## src/rtl/rate_seq_ctrl.sv

```systemverilog
// rate_seq_ctrl: two-button mode sequencer for a clock/stopwatch divider.
// Selects which divider rate enable is live (1 Hz clock, 2 Hz set blink,
// 100 Hz stopwatch) and inserts an all-enables-low guard gap between rates.
// Every output is registered and updates on the same edge as the state.

module rate_seq_ctrl #(
    parameter int GUARD_CYCLES = 4,
    parameter int SET_TIMEOUT  = 5000
) (
    input  logic       clk,
    input  logic       rst_n,
    input  logic       btn_mode,
    input  logic       btn_run,
    output logic       en100hz,
    output logic       en1hz,
    output logic       en2hz,
    output logic [1:0] mode,
    output logic       switching,
    output logic       inc_pulse,
    output logic       sw_clr
);

    // A one-cycle guard still needs a one-bit counter to hold the value 0.
    localparam int GW = (GUARD_CYCLES > 1) ? $clog2(GUARD_CYCLES) : 1;
    localparam int TW = $clog2(SET_TIMEOUT);

    localparam logic [GW-1:0] GUARD_LAST   = GW'(GUARD_CYCLES - 1);
    localparam logic [TW-1:0] TIMEOUT_LAST = TW'(SET_TIMEOUT - 1);

    localparam logic [1:0] M_CLOCK    = 2'd0;
    localparam logic [1:0] M_SET      = 2'd1;
    localparam logic [1:0] M_SW_PAUSE = 2'd2;
    localparam logic [1:0] M_SW_RUN   = 2'd3;

    typedef enum logic [2:0] {
        ST_GUARD,
        ST_CLOCK,
        ST_SET,
        ST_SW_PAUSE,
        ST_SW_RUN
    } state_t;

    state_t          state_q, state_d;
    logic [1:0]      target_q, target_d;
    logic [GW-1:0]   guard_cnt_q, guard_cnt_d;
    logic [TW-1:0]   tmo_cnt_q, tmo_cnt_d;

    logic            mode_sync1, mode_sync2, mode_hist;
    logic            run_sync1, run_sync2, run_hist;
    logic            mode_ev, run_ev;

    logic            en100hz_d, en1hz_d, en2hz_d;
    logic [1:0]      mode_d;
    logic            switching_d, inc_pulse_d, sw_clr_d;

    // Resetting to 1 means a button held through reset reads as "already seen"
    // and must be released and pressed again before it produces an event.
    always_ff @(posedge clk) begin
        if (!rst_n) begin
            mode_sync1 <= 1'b1;
            mode_sync2 <= 1'b1;
            mode_hist  <= 1'b1;
            run_sync1  <= 1'b1;
            run_sync2  <= 1'b1;
            run_hist   <= 1'b1;
        end else begin
            mode_sync1 <= btn_mode;
            mode_sync2 <= mode_sync1;
            mode_hist  <= mode_sync2;
            run_sync1  <= btn_run;
            run_sync2  <= run_sync1;
            run_hist   <= run_sync2;
        end
    end

    assign mode_ev = mode_sync2 & ~mode_hist;
    assign run_ev  = run_sync2 & ~run_hist;

    // State register, with the registered outputs updated alongside it.
    always_ff @(posedge clk) begin
        if (!rst_n) begin
            state_q     <= ST_GUARD;
            target_q    <= M_CLOCK;
            guard_cnt_q <= '0;
            tmo_cnt_q   <= '0;
            en100hz     <= 1'b0;
            en1hz       <= 1'b0;
            en2hz       <= 1'b0;
            mode        <= M_CLOCK;
            switching   <= 1'b1;
            inc_pulse   <= 1'b0;
            sw_clr      <= 1'b0;
        end else begin
            state_q     <= state_d;
            target_q    <= target_d;
            guard_cnt_q <= guard_cnt_d;
            tmo_cnt_q   <= tmo_cnt_d;
            en100hz     <= en100hz_d;
            en1hz       <= en1hz_d;
            en2hz       <= en2hz_d;
            mode        <= mode_d;
            switching   <= switching_d;
            inc_pulse   <= inc_pulse_d;
            sw_clr      <= sw_clr_d;
        end
    end

    // Next-state logic; the mode event always wins over run and over timeout.
    always_comb begin
        state_d     = state_q;
        target_d    = target_q;
        guard_cnt_d = guard_cnt_q;
        tmo_cnt_d   = tmo_cnt_q;
        unique case (state_q)
            ST_GUARD: begin
                if (guard_cnt_q == GUARD_LAST) begin
                    guard_cnt_d = '0;
                    tmo_cnt_d   = '0;
                    unique case (target_q)
                        M_CLOCK:    state_d = ST_CLOCK;
                        M_SET:      state_d = ST_SET;
                        M_SW_PAUSE: state_d = ST_SW_PAUSE;
                        default:    state_d = ST_SW_RUN;
                    endcase
                end else begin
                    guard_cnt_d = guard_cnt_q + 1'b1;
                end
            end
            ST_CLOCK: begin
                if (mode_ev) begin
                    state_d     = ST_GUARD;
                    target_d    = M_SET;
                    guard_cnt_d = '0;
                end
            end
            ST_SET: begin
                if (mode_ev) begin
                    state_d     = ST_GUARD;
                    target_d    = M_SW_PAUSE;
                    guard_cnt_d = '0;
                end else if (run_ev) begin
                    tmo_cnt_d = '0;
                end else if (tmo_cnt_q == TIMEOUT_LAST) begin
                    state_d     = ST_GUARD;
                    target_d    = M_CLOCK;
                    guard_cnt_d = '0;
                end else begin
                    tmo_cnt_d = tmo_cnt_q + 1'b1;
                end
            end
            ST_SW_PAUSE: begin
                if (mode_ev) begin
                    state_d     = ST_GUARD;
                    target_d    = M_CLOCK;
                    guard_cnt_d = '0;
                end else if (run_ev) begin
                    state_d = ST_SW_RUN;
                end
            end
            ST_SW_RUN: begin
                if (mode_ev) begin
                    state_d     = ST_GUARD;
                    target_d    = M_CLOCK;
                    guard_cnt_d = '0;
                end else if (run_ev) begin
                    state_d = ST_SW_PAUSE;
                end
            end
            default: begin
                state_d     = ST_GUARD;
                target_d    = M_CLOCK;
                guard_cnt_d = '0;
            end
        endcase
    end

    // Output decode from the upcoming state so outputs and state share an edge.
    always_comb begin
        en100hz_d   = (state_d == ST_SW_RUN);
        en1hz_d     = (state_d == ST_CLOCK);
        en2hz_d     = (state_d == ST_SET);
        switching_d = (state_d == ST_GUARD);
        inc_pulse_d = (state_q == ST_SET) && run_ev && !mode_ev;
        sw_clr_d    = (state_q == ST_SET) && mode_ev;
        unique case (state_d)
            ST_GUARD:    mode_d = target_d;
            ST_CLOCK:    mode_d = M_CLOCK;
            ST_SET:      mode_d = M_SET;
            ST_SW_PAUSE: mode_d = M_SW_PAUSE;
            ST_SW_RUN:   mode_d = M_SW_RUN;
            default:     mode_d = M_CLOCK;
        endcase
    end

endmodule

```

## config.mk

```make
export PLATFORM = sky130hd
export DESIGN_NAME = rate_seq_ctrl
export DESIGN_NICKNAME = d
export VERILOG_FILES = /design/src/rtl/rate_seq_ctrl.sv
export SDC_FILE = /design/constraint.sdc
export NUM_CORES = 1
export LEC_CHECK = 0
export BUFFER_PORTS_ARGS = -buffer_cell sky130_fd_sc_hd__buf_4
export CAP_MARGIN = 20
export CORE_UTILIZATION = 45
export CTS_CLUSTER_DIAMETER = 60
export DETAILED_ROUTE_END_ITERATION = 8
export SYNTH_ARGS = -nofsm -noshare
export SYNTH_HDL_FRONTEND = slang
export SYNTH_SLANG_ARGS = --single-unit
```

## constraint.sdc

```tcl
create_clock -name clk -period 2.47 [get_ports clk]
set_clock_uncertainty 0.05 [all_clocks]
set_input_delay 0.247 -clock clk [delete_from_list [all_inputs] [get_ports clk]]
set_output_delay 0.247 -clock clk [all_outputs]
set_load 0.02 [all_outputs]
```

==> impl_metrics.json, run 1 <==
{
  "status": "complete, no violations",
  "cellPowerDensity_nw_per_um2": 740.1,
  "crit_path_cell_trace": "or3b_1 > nor2_4 > a21oi_2 > or4_1 > a21oi_1",
  "avgRoutedWirePerCell_um": 13.37,
  "max_freq_mhz": 457.2,
  "synthFlopType": "dfxtp_1",
  "net-switching-power_mw": 0.4132,
  "die_h_um": 62.79,
  "grt_pass1_wl_mm": 6.078,
  "grt_max_degree": 16,
  "tightest_slew_ns": 0.7182,
  "cp.arrival_ns": 2.36,
  "yosys_warnings": 0,
  "synth_edf_count": 0,
  "cts_resized": 0,
  "drt-initial-drc-count": 97,
  "hpwl_mm": 2.464,
  "std_cell_rows": 21,
  "n_fill_cell": 338,
  "ir_worst_vdd_mv": 0.3431,
  "first_pass_iters": 4,
  "syn_area_sq_um": 1663,
  "synth_fa_ha_area_frac": 0.03762,
  "max_cap_viol_count": 0,
  "antenna_found_initial": 0,
  "cts_max_level": 2,
  "die-width_um": 62.79,
  "total_power_mw": 1.384,
  "synth_top_family_by_area": "simple AND/OR/NAND/NOR gates",
  "seq_area_frac_synth": 0.4093,
  "gp_congestion": 0.8205,
  "clock_sinks": 34,
  "wl_mm": 3.357,
  "slew_headroom": 0.5199,
  "power.share.switching": 0.2987,
  "synthArstFlopShare": 0,
  "via_per_inst": 5.610,
  "clockBufferDepth": 2,
  "route.vias.total": 1408,
  "ios": 12,
  "cts_inserted_buffers": 5,
  "cts_tree": "yes",
  "core_sq_um": 3442,
  "combPwrFrac": 0.229,
  "p_int_mw": 0.9703,
  "overflow": 0,
  "antenna_cells": 0,
  "p_leak_nw": 0.6846,
  "endpoint_kind": "flop",
  "seqPwrFrac": 0.472,
  "fin_nets": 213,
  "route.detailed.drc": 0,
  "muxShareOfSynthArea": 0.01204,
  "slew_viol_final": 0,
  "synth_nets": 201,
  "finalSetupViolCount": 0,
  "clk_latency_ns": 0.29,
  "yosys.area_share.simple": 0.3356,
  "grt_util_all_layers": 0.1984,
  "start_util": 0.4831,
  "grt_pass1_vias": 1297,
  "cts-root-buf": "clkbuf_8",
  "dieArea_sq_um": 3943,
  "synth_area_leaders": "dfxtp_1 41%, nor2_1 5.9%, ha_1 3.8%",
  "fin_crit_ns": 2.187,
  "cts_setup_buffers": 0,
  "drive_gt1_frac": 0.1463,
  "hold_path_class": "input port to flop",
  "finalWorstSetupSlack_ns": 0.2827,
  "synth_xor_area_frac": 0.03687,
  "multi_input_area_sq_um": 919.6,
  "ys_ff_latch": 34,
  "regArea_sq_um": 680.7,
  "crit_buf_inv": 0,
  "yosys.area.top_type": "dfxtp_1",
  "synthesis.instances": 192,
  "syn2layout_area_growth_pct": 12.42,
  "ys_top_cells_by_count": "34 x dfxtp_1, 26 x nor2_1, 10 x nand2_1, 10 x nand2b_1, 10 x nor3_1",
  "ant_nets": 0,
  "numPortBuffers": 11,
  "whs_ns": 0.09434,
  "cts.hold.buffers_added": 0,
  "syn_avg_cell_area_sq_um": 8.661,
  "cp_max_fo": 15,
  "synth-compound-area-share": 0.1309,
  "clk_pin_slew_worst_paths_ns": 0.07,
  "start_kind": "flop",
  "cp_slowest_cell": "dfxtp_1",
  "fin_setup_tns_ns": 0,
  "cp_top_family": "simple AND/OR/NAND/NOR gates",
  "yosys.area.top_type_share": 0.4093,
  "finalHoldViolations": 0,
  "place_ws_ns": 0.3230,
  "slowest_delay_ns": 0.61,
  "required_ns": 2.64,
  "grt_setup_unrepaired": "no",
  "pwr-share-clk": 0.299,
  "synth.distinct_cells": 49,
  "yosys.cell_count.top_type": "dfxtp_1",
  "timing.final.crit_share": 0.8856,
  "worstSetupPathType": "flop to flop"
}
## kinds of logic (layout without fill, tap and decap cells)
kind of cell,after synthesis,in the layout
flops,34,34
xor+xnor,7,7
simple gates,98,98
buf+inv,14,27
compound gates,32,32
fa+ha+maj,5,5
mux,2,2
## cell type report
class                   instances  share of cell area
multi-input cells             144              0.4920
well taps                      46             0.03079
clock buffers                   7             0.04618
flip-flops and latches         34              0.3641
repair buffers                 13             0.05221
inverters                       6             0.01205
clock inverters                 1            0.002677
## cell usage in the layout, fill, tap and decap left out, types with 4 or more instances in the layout
master and n:
inv_1 6, o21ai_0 6, xor2_1 5, buf_4 13, a21oi_1 7, nor3_1 10, ha_1 5, nor2_1 26
nand2_1 10, nand2b_1 10, nand3_1 8, clkbuf_8 6, dfxtp_1 34, nor4_1 4
## state kept, by name (all words and copies together), names as in the netlist, 2 cells and up
signal	cells
guard_cnt_q	2
mode	2
target_q	2
state_q	3
tmo_cnt_q	13
## final timing paths
kind,startpoint,end,slack [ns],cells after the start
setup / recovery,state_q[1],tmo_cnt_q[12],0.28,5
hold / removal,btn_mode,mode_sync1,0.09,2
setup reg to reg,state_q[1],tmo_cnt_q[12],0.28,5
hold reg to reg,run_sync1,run_sync2,0.37,1
## routing by layer
layer,vias up,share of wire,track usage
met5,-,0,0
met4,0,0.018,0.08430
met3,6,0.048,0.05474
met2,35,0.44,0.2921
met1,659,0.49,0.2701
li1,708,-,-
## power groups by stage
| stage | registers, mW | logic [mW] | clock network [mW] |
|---|---|---|---|
| after floorplan | 0.672 | 0.221 | 0 |
| after global placement | 0.661 | 0.310 | 0 |
| after detailed placement | 0.665 | 0.316 | 0 |
| after CTS | 0.654 | 0.317 | 0.426 |
| after global routing | 0.665 | 0.358 | 0.453 |
| final | 0.654 | 0.317 | 0.413 |
## metrics by stage
stage / cell area [sq um] / instances / utilization
after global routing: 1869 / 251 / 0.5431
after global placement: 1778 / 243 / 0.5165
final: 1869 / 251 / 0.5431
after CTS: 1869 / 251 / 0.5431
after detailed placement: 1778 / 243 / 0.5165
after floorplan: 1663 / 192 / -
No activity file was read; power rests on OpenSTA's default activity.
==> run 2: changes to the inputs <==
PLACE_DENSITY_LB_ADDON = 0.3   (was default)
==> run 2 against run 1 <==
  * Via count is 1.1% higher
  * Total power is 0.94% higher
  * Critical path type unchanged
  * Non-clock buffer count is 1 higher
  * Core utilization is 0.22 points higher
  * Cell count is 0.40% higher
  * Die area stayed put
  * Largest power group unchanged
  * Critical endpoint is now mode[1]
  * Flip-flop and latch count stayed put
  * Sequential power hardly changed
  * Clock power is 2% higher
==> impl_metrics.json, run 2 (synthesis gave the netlist of run 1 again) <==
{
  "status": "complete, no violations",
  "std_cell_rows": 21,
  "hold_depth": 2,
  "grt_max_degree": 14,
  "rrSetupSlack_ns": 0.41,
  "finalHoldViolations": 0,
  "cts_resized": 0,
  "holdPathEnd": "run_sync1",
  "r2r_cells": 6,
  "cts_setup_buffers": 0,
  "p_leak_nw": 0.6901,
  "ir_worst_vdd_mv": 0.3943,
  "slew_viol_final": 0,
  "timing.final.crit_share": 0.8349,
  "first_pass_iters": 4,
  "final_common_cell": "dfxtp_1",
  "antenna_found_initial": 0,
  "syn2layout_area_growth_pct": 12.87,
  "start_util": 0.4831,
  "regArea_sq_um": 680.7,
  "hold_path_class": "input port to flop",
  "reg2reg_from": "tmo_cnt_q[0]",
  "clk_pin_slew_worst_paths_ns": 0.07,
  "fin_cells": 252,
  "r2r-end": "mode[1]",
  "die-width_um": 62.79,
  "ios": 12,
  "cts-root-buf": "clkbuf_8",
  "grt_util_all_layers": 0.1858,
  "via_per_inst": 5.651,
  "clockBufferDepth": 2,
  "route.vias.total": 1424,
  "cts_inserted_buffers": 5,
  "numPortBuffers": 11,
  "avgRoutedWirePerCell_um": 13.28,
  "place_inst": 244,
  "largest_reg_flops": 13,
  "hpwl_mm": 2.525,
  "endpoint_kind": "flop",
  "multi_input_area_sq_um": 919.6,
  "cts.hold.buffers_added": 0,
  "fin_nets": 214,
  "start_kind": "flop",
  "grt_setup_unrepaired": "no",
  "cp.arrival_ns": 2.19,
  "cp_max_fo": 7,
  "clk_latency_ns": 0.29,
  "regMostFlops": "tmo_cnt_q",
  "grt_pass1_vias": 1285,
  "cts_tree": "yes",
  "route.detailed.drc": 0,
  "overflow": 0,
  "slew_headroom": 0.5391,
  "max_cap_viol_count": 0,
  "grt_pass1_wl_mm": 5.678,
  "layout_common_cells": "34 x dfxtp_1, 26 x nor2_1, 14 x buf_4",
  "dieArea_sq_um": 3943,
  "antenna_cells": 0,
  "max_freq_mhz": 484.9,
  "tightest_slew_ns": 0.6895,
  "fin_setup_tns_ns": 0,
  "cts_max_level": 2,
  "cellPowerDensity_nw_per_um2": 744.1,
  "wl_mm": 3.346,
  "ant_nets": 0,
  "drt-initial-drc-count": 78,
  "finalSetupViolCount": 0,
  "die_h_um": 62.79,
  "clock_sinks": 34,
  "core_sq_um": 3442,
  "drive_gt1_frac": 0.1505,
  "n_fill_cell": 339,
  "required_ns": 2.60,
  "worstSetupPathType": "flop to flop",
  "largest_registers": "tmo_cnt_q (13), state_q (3)",
  "fin_crit_ns": 2.062,
  "gp_congestion": 0.8950,
  "hp-start": "btn_run"
}
run 2: changes by cell type in the layout (fill, tap and decap cells not counted), sizes merged:
cell and delta:
buf +1
run 2: how the worst max path moves through the flow:
stage	slack [ns]	start	end	depth (start not counted)
4_1_cts	0.42	tmo_cnt_q[0]	mode[1]	6
3_5_place_dp	0.46	guard_cnt_q[0]	tmo_cnt_q[12]	5
6_report	0.41	tmo_cnt_q[0]	mode[1]	6
2_1_floorplan	0.64	state_q[2]	tmo_cnt_q[9]	6
3_3_place_gp	0.49	guard_cnt_q[0]	tmo_cnt_q[12]	5
5_1_grt	0.21	tmo_cnt_q[0]	mode[1]	6
run 2: stage by stage:
stage          utilization  setup slack, ns  cell area [sq um]  power (mW)  hold slack [ns]
2_1_floorplan            -           0.6394               1663      0.8930           0.2985
3_3_place_gp        0.5187           0.4933               1785      0.9706           0.3441
3_5_place_dp        0.5187           0.4558               1785      0.9865           0.3536
4_1_cts             0.5453           0.4238               1877       1.403          0.08964
5_1_grt             0.5453           0.2112               1877       1.471          0.08911
6_report            0.5453           0.4077               1877       1.397          0.09077
run 2: per-layer routing:
metal,wire length (um),global-route usage
met1,1520,0.2171
met2,1619,0.3071
met3,141,0.05109
met4,64,0.09884
met5,0,0
run 2: worst max-delay path, stage by stage, from the launching register on:
cell and delay (ns):
dfxtp_1 0.38, ha_1 0.23, and4_1 0.23, nand4_2 0.26, a211oi_2 0.36, nand3b_1 0.15, o32ai_1 0.29
run 2: final cells by class:
cell class,count,share of cell area
Multi-Input combinational cell,144,0.4900
Sequential cell,34,0.3627
Timing Repair Buffer,14,0.05600
Clock buffer,7,0.04600
Tap cell,46,0.03067
Inverter,6,0.01200
Clock inverter,1,0.002667
run 2: report_power, final:
part	internal (mW)	switching (mW)	leakage [nW]
clock network	0.225	0.195	0.0482
registers	0.605	0.0455	0.277
logic	0.144	0.182	0.365
total	0.974	0.423	0.690
==> run 3: changes to the inputs <==
clock period = 2 ns   (was 2.47 ns; I/O delays follow)
==> run 3 against run 2 <==
  * Combinational power grew 42%
  * Non-clock buffer count grew 12
  * Setup slack lost 0.34 ns
  * Via count grew 7.4%
  * Flip-flop and latch count is the same
  * Sequential power grew 24%
  * Fmax grew 6.5%
  * Critical path type unchanged
==> impl_metrics.json, run 3 (synthesis gave the netlist of run 1 again) <==
{
  "max_freq_mhz": 516.5,
  "grt_util_all_layers": 0.1988,
  "fin_crit_ns": 1.936,
  "tightest_slew_ns": 0.4400,
  "hp-start": "btn_run",
  "net-switching-power_mw": 0.5451,
  "whs_ns": 0.04492,
  "die-width_um": 62.79,
  "p_leak_nw": 0.7589,
  "endpoint_kind": "flop",
  "via_per_inst": 5.795,
  "drive_gt1_frac": 0.2385,
  "top_layer_used": "met4",
  "combPwrFrac": 0.259,
  "slew_viol_final": 0,
  "cts-root-buf": "clkbuf_8",
  "fin_setup_tns_ns": 0,
  "regArea_sq_um": 683.2,
  "seqPwrFrac": 0.451,
  "cp.arrival_ns": 2.11,
  "slowest_delay_ns": 0.50,
  "wl_met2_mm": 1.834,
  "cp-startpoint": "state_q[2]",
  "final_common_cell": "dfxtp_1",
  "clockBufferDepth": 2,
  "cp_slowest_cell": "or3b_4",
  "grt_max_degree": 14,
  "crit_path_cell_trace": "or3b_4 > nor3_4 > a21oi_2 > or4_4 > a21oi_2",
  "rrSetupSlack_ns": 0.06,
  "cts_max_level": 2,
  "cellPowerDensity_nw_per_um2": 885.0,
  "clock_sinks": 34,
  "layout_common_cells": "32 x dfxtp_1, 26 x nor2_1, 26 x buf_4",
  "wl_met1_mm": 1.610,
  "clk_pin_slew_worst_paths_ns": 0.07,
  "route.detailed.drc": 0,
  "avgRoutedWirePerCell_um": 14.32,
  "wl_met3_um": 254,
  "required_ns": 2.18,
  "reg2reg_from": "state_q[2]",
  "critPathMostFrequentCell": "a21oi_2",
  "first_pass_iters": 4,
  "clk_latency_ns": 0.29,
  "largest_reg_flops": 13,
  "cts_tree": "yes",
  "largest_registers": "tmo_cnt_q (13), state_q (3)",
  "antenna_cells": 0,
  "status": "complete, no violations",
  "cp_max_fo": 7,
  "multi_input_area_sq_um": 968.4,
  "antenna_found_initial": 0,
  "fin_nets": 226,
  "finalSetupViolCount": 0,
  "route.vias.total": 1530,
  "syn2layout_area_growth_pct": 21.37,
  "hpwl_mm": 2.676,
  "overflow": 0,
  "ios": 12,
  "hold_path_class": "input port to flop",
  "gp_congestion": 0.9017,
  "n_fill_cell": 297,
  "ir_worst_vdd_mv": 0.5502,
  "timing.final.crit_share": 0.9681,
  "std_cell_rows": 21,
  "p_int_mw": 1.241,
  "drt-initial-drc-count": 136,
  "regMostFlops": "tmo_cnt_q",
  "ant_nets": 0,
  "total_power_mw": 1.786,
  "cts_inserted_buffers": 5,
  "worstSetupPathType": "flop to flop",
  "place_ws_ns": 0.02781,
  "finalWorstSetupSlack_ns": 0.06382,
  "power.share.switching": 0.3052,
  "grt_pass1_wl_mm": 6.141,
  "numPortBuffers": 11,
  "placedInstanceArea_sq_um": 1861,
  "slew_headroom": 0.7054,
  "max_cap_viol_count": 0,
  "grt_pass1_vias": 1397,
  "start_kind": "flop",
  "dieArea_sq_um": 3943,
  "wl_mm": 3.781,
  "pwr-share-clk": 0.290,
  "finalHoldViolations": 0,
  "core_sq_um": 3442,
  "start_util": 0.4831,
  "finalInstanceArea_sq_um": 2018,
  "die_h_um": 62.79
}
run 3: layout make-up:
cell class | count | area share
flip-flops and latches | 34 | 0.3385
repair buffers | 26 | 0.09671
clock buffers | 7 | 0.04278
multi-input cells | 144 | 0.4799
clock inverters | 1 | 0.002480
inverters | 6 | 0.01116
well taps | 46 | 0.02852
run 3: timing repair:
action / 4_1_cts / 5_1_grt
hold buffers: 0 / 0
endpoints found under the hold margin: 0 / 0
buffers inserted: 0 / 2
endpoints found under the setup margin: 0 / 11
resized for setup: 0 / 12
run 3: metrics by stage:
step,cells,util
finish,264,0.5863
floorplan,192,-
detailed placement,254,0.5405
global route,264,0.5863
CTS,262,0.5671
global placement,254,0.5405
run 3: power by group through the flow:
stage	clock network, mW	logic [mW]	registers [mW]
CTS	0.522	0.427	0.799
floorplan	0	0.273	0.830
global route	0.558	0.506	0.814
finish	0.519	0.462	0.806
global placement	0	0.407	0.808
detailed placement	0	0.425	0.814
run 3: path summary, 6_finish.rpt:
check / depth (start not counted) / endpoint
hold reg to reg: 1 / mode_sync2
setup reg to reg: 5 / tmo_cnt_q[9]
hold / removal: 2 / run_sync1
setup / recovery: 5 / tmo_cnt_q[9]
run 3: per-layer routing:
| metal | up-vias | track usage |
|---|---|---|
| met2 | 60 | 0.3356 |
| met1 | 724 | 0.2271 |
| li1 | 736 | - |
| met5 | - | 0 |
| met3 | 10 | 0.06204 |
| met4 | 0 | 0.09302 |
run 3: worst max-delay path: cells and delay by family (launching register included):
kind / cells / cell delay [ns]
AO/OA/AOI/OAI: 2 / 0.28
flip-flops: 1 / 0.41
AND/OR/NAND/NOR: 3 / 1.14
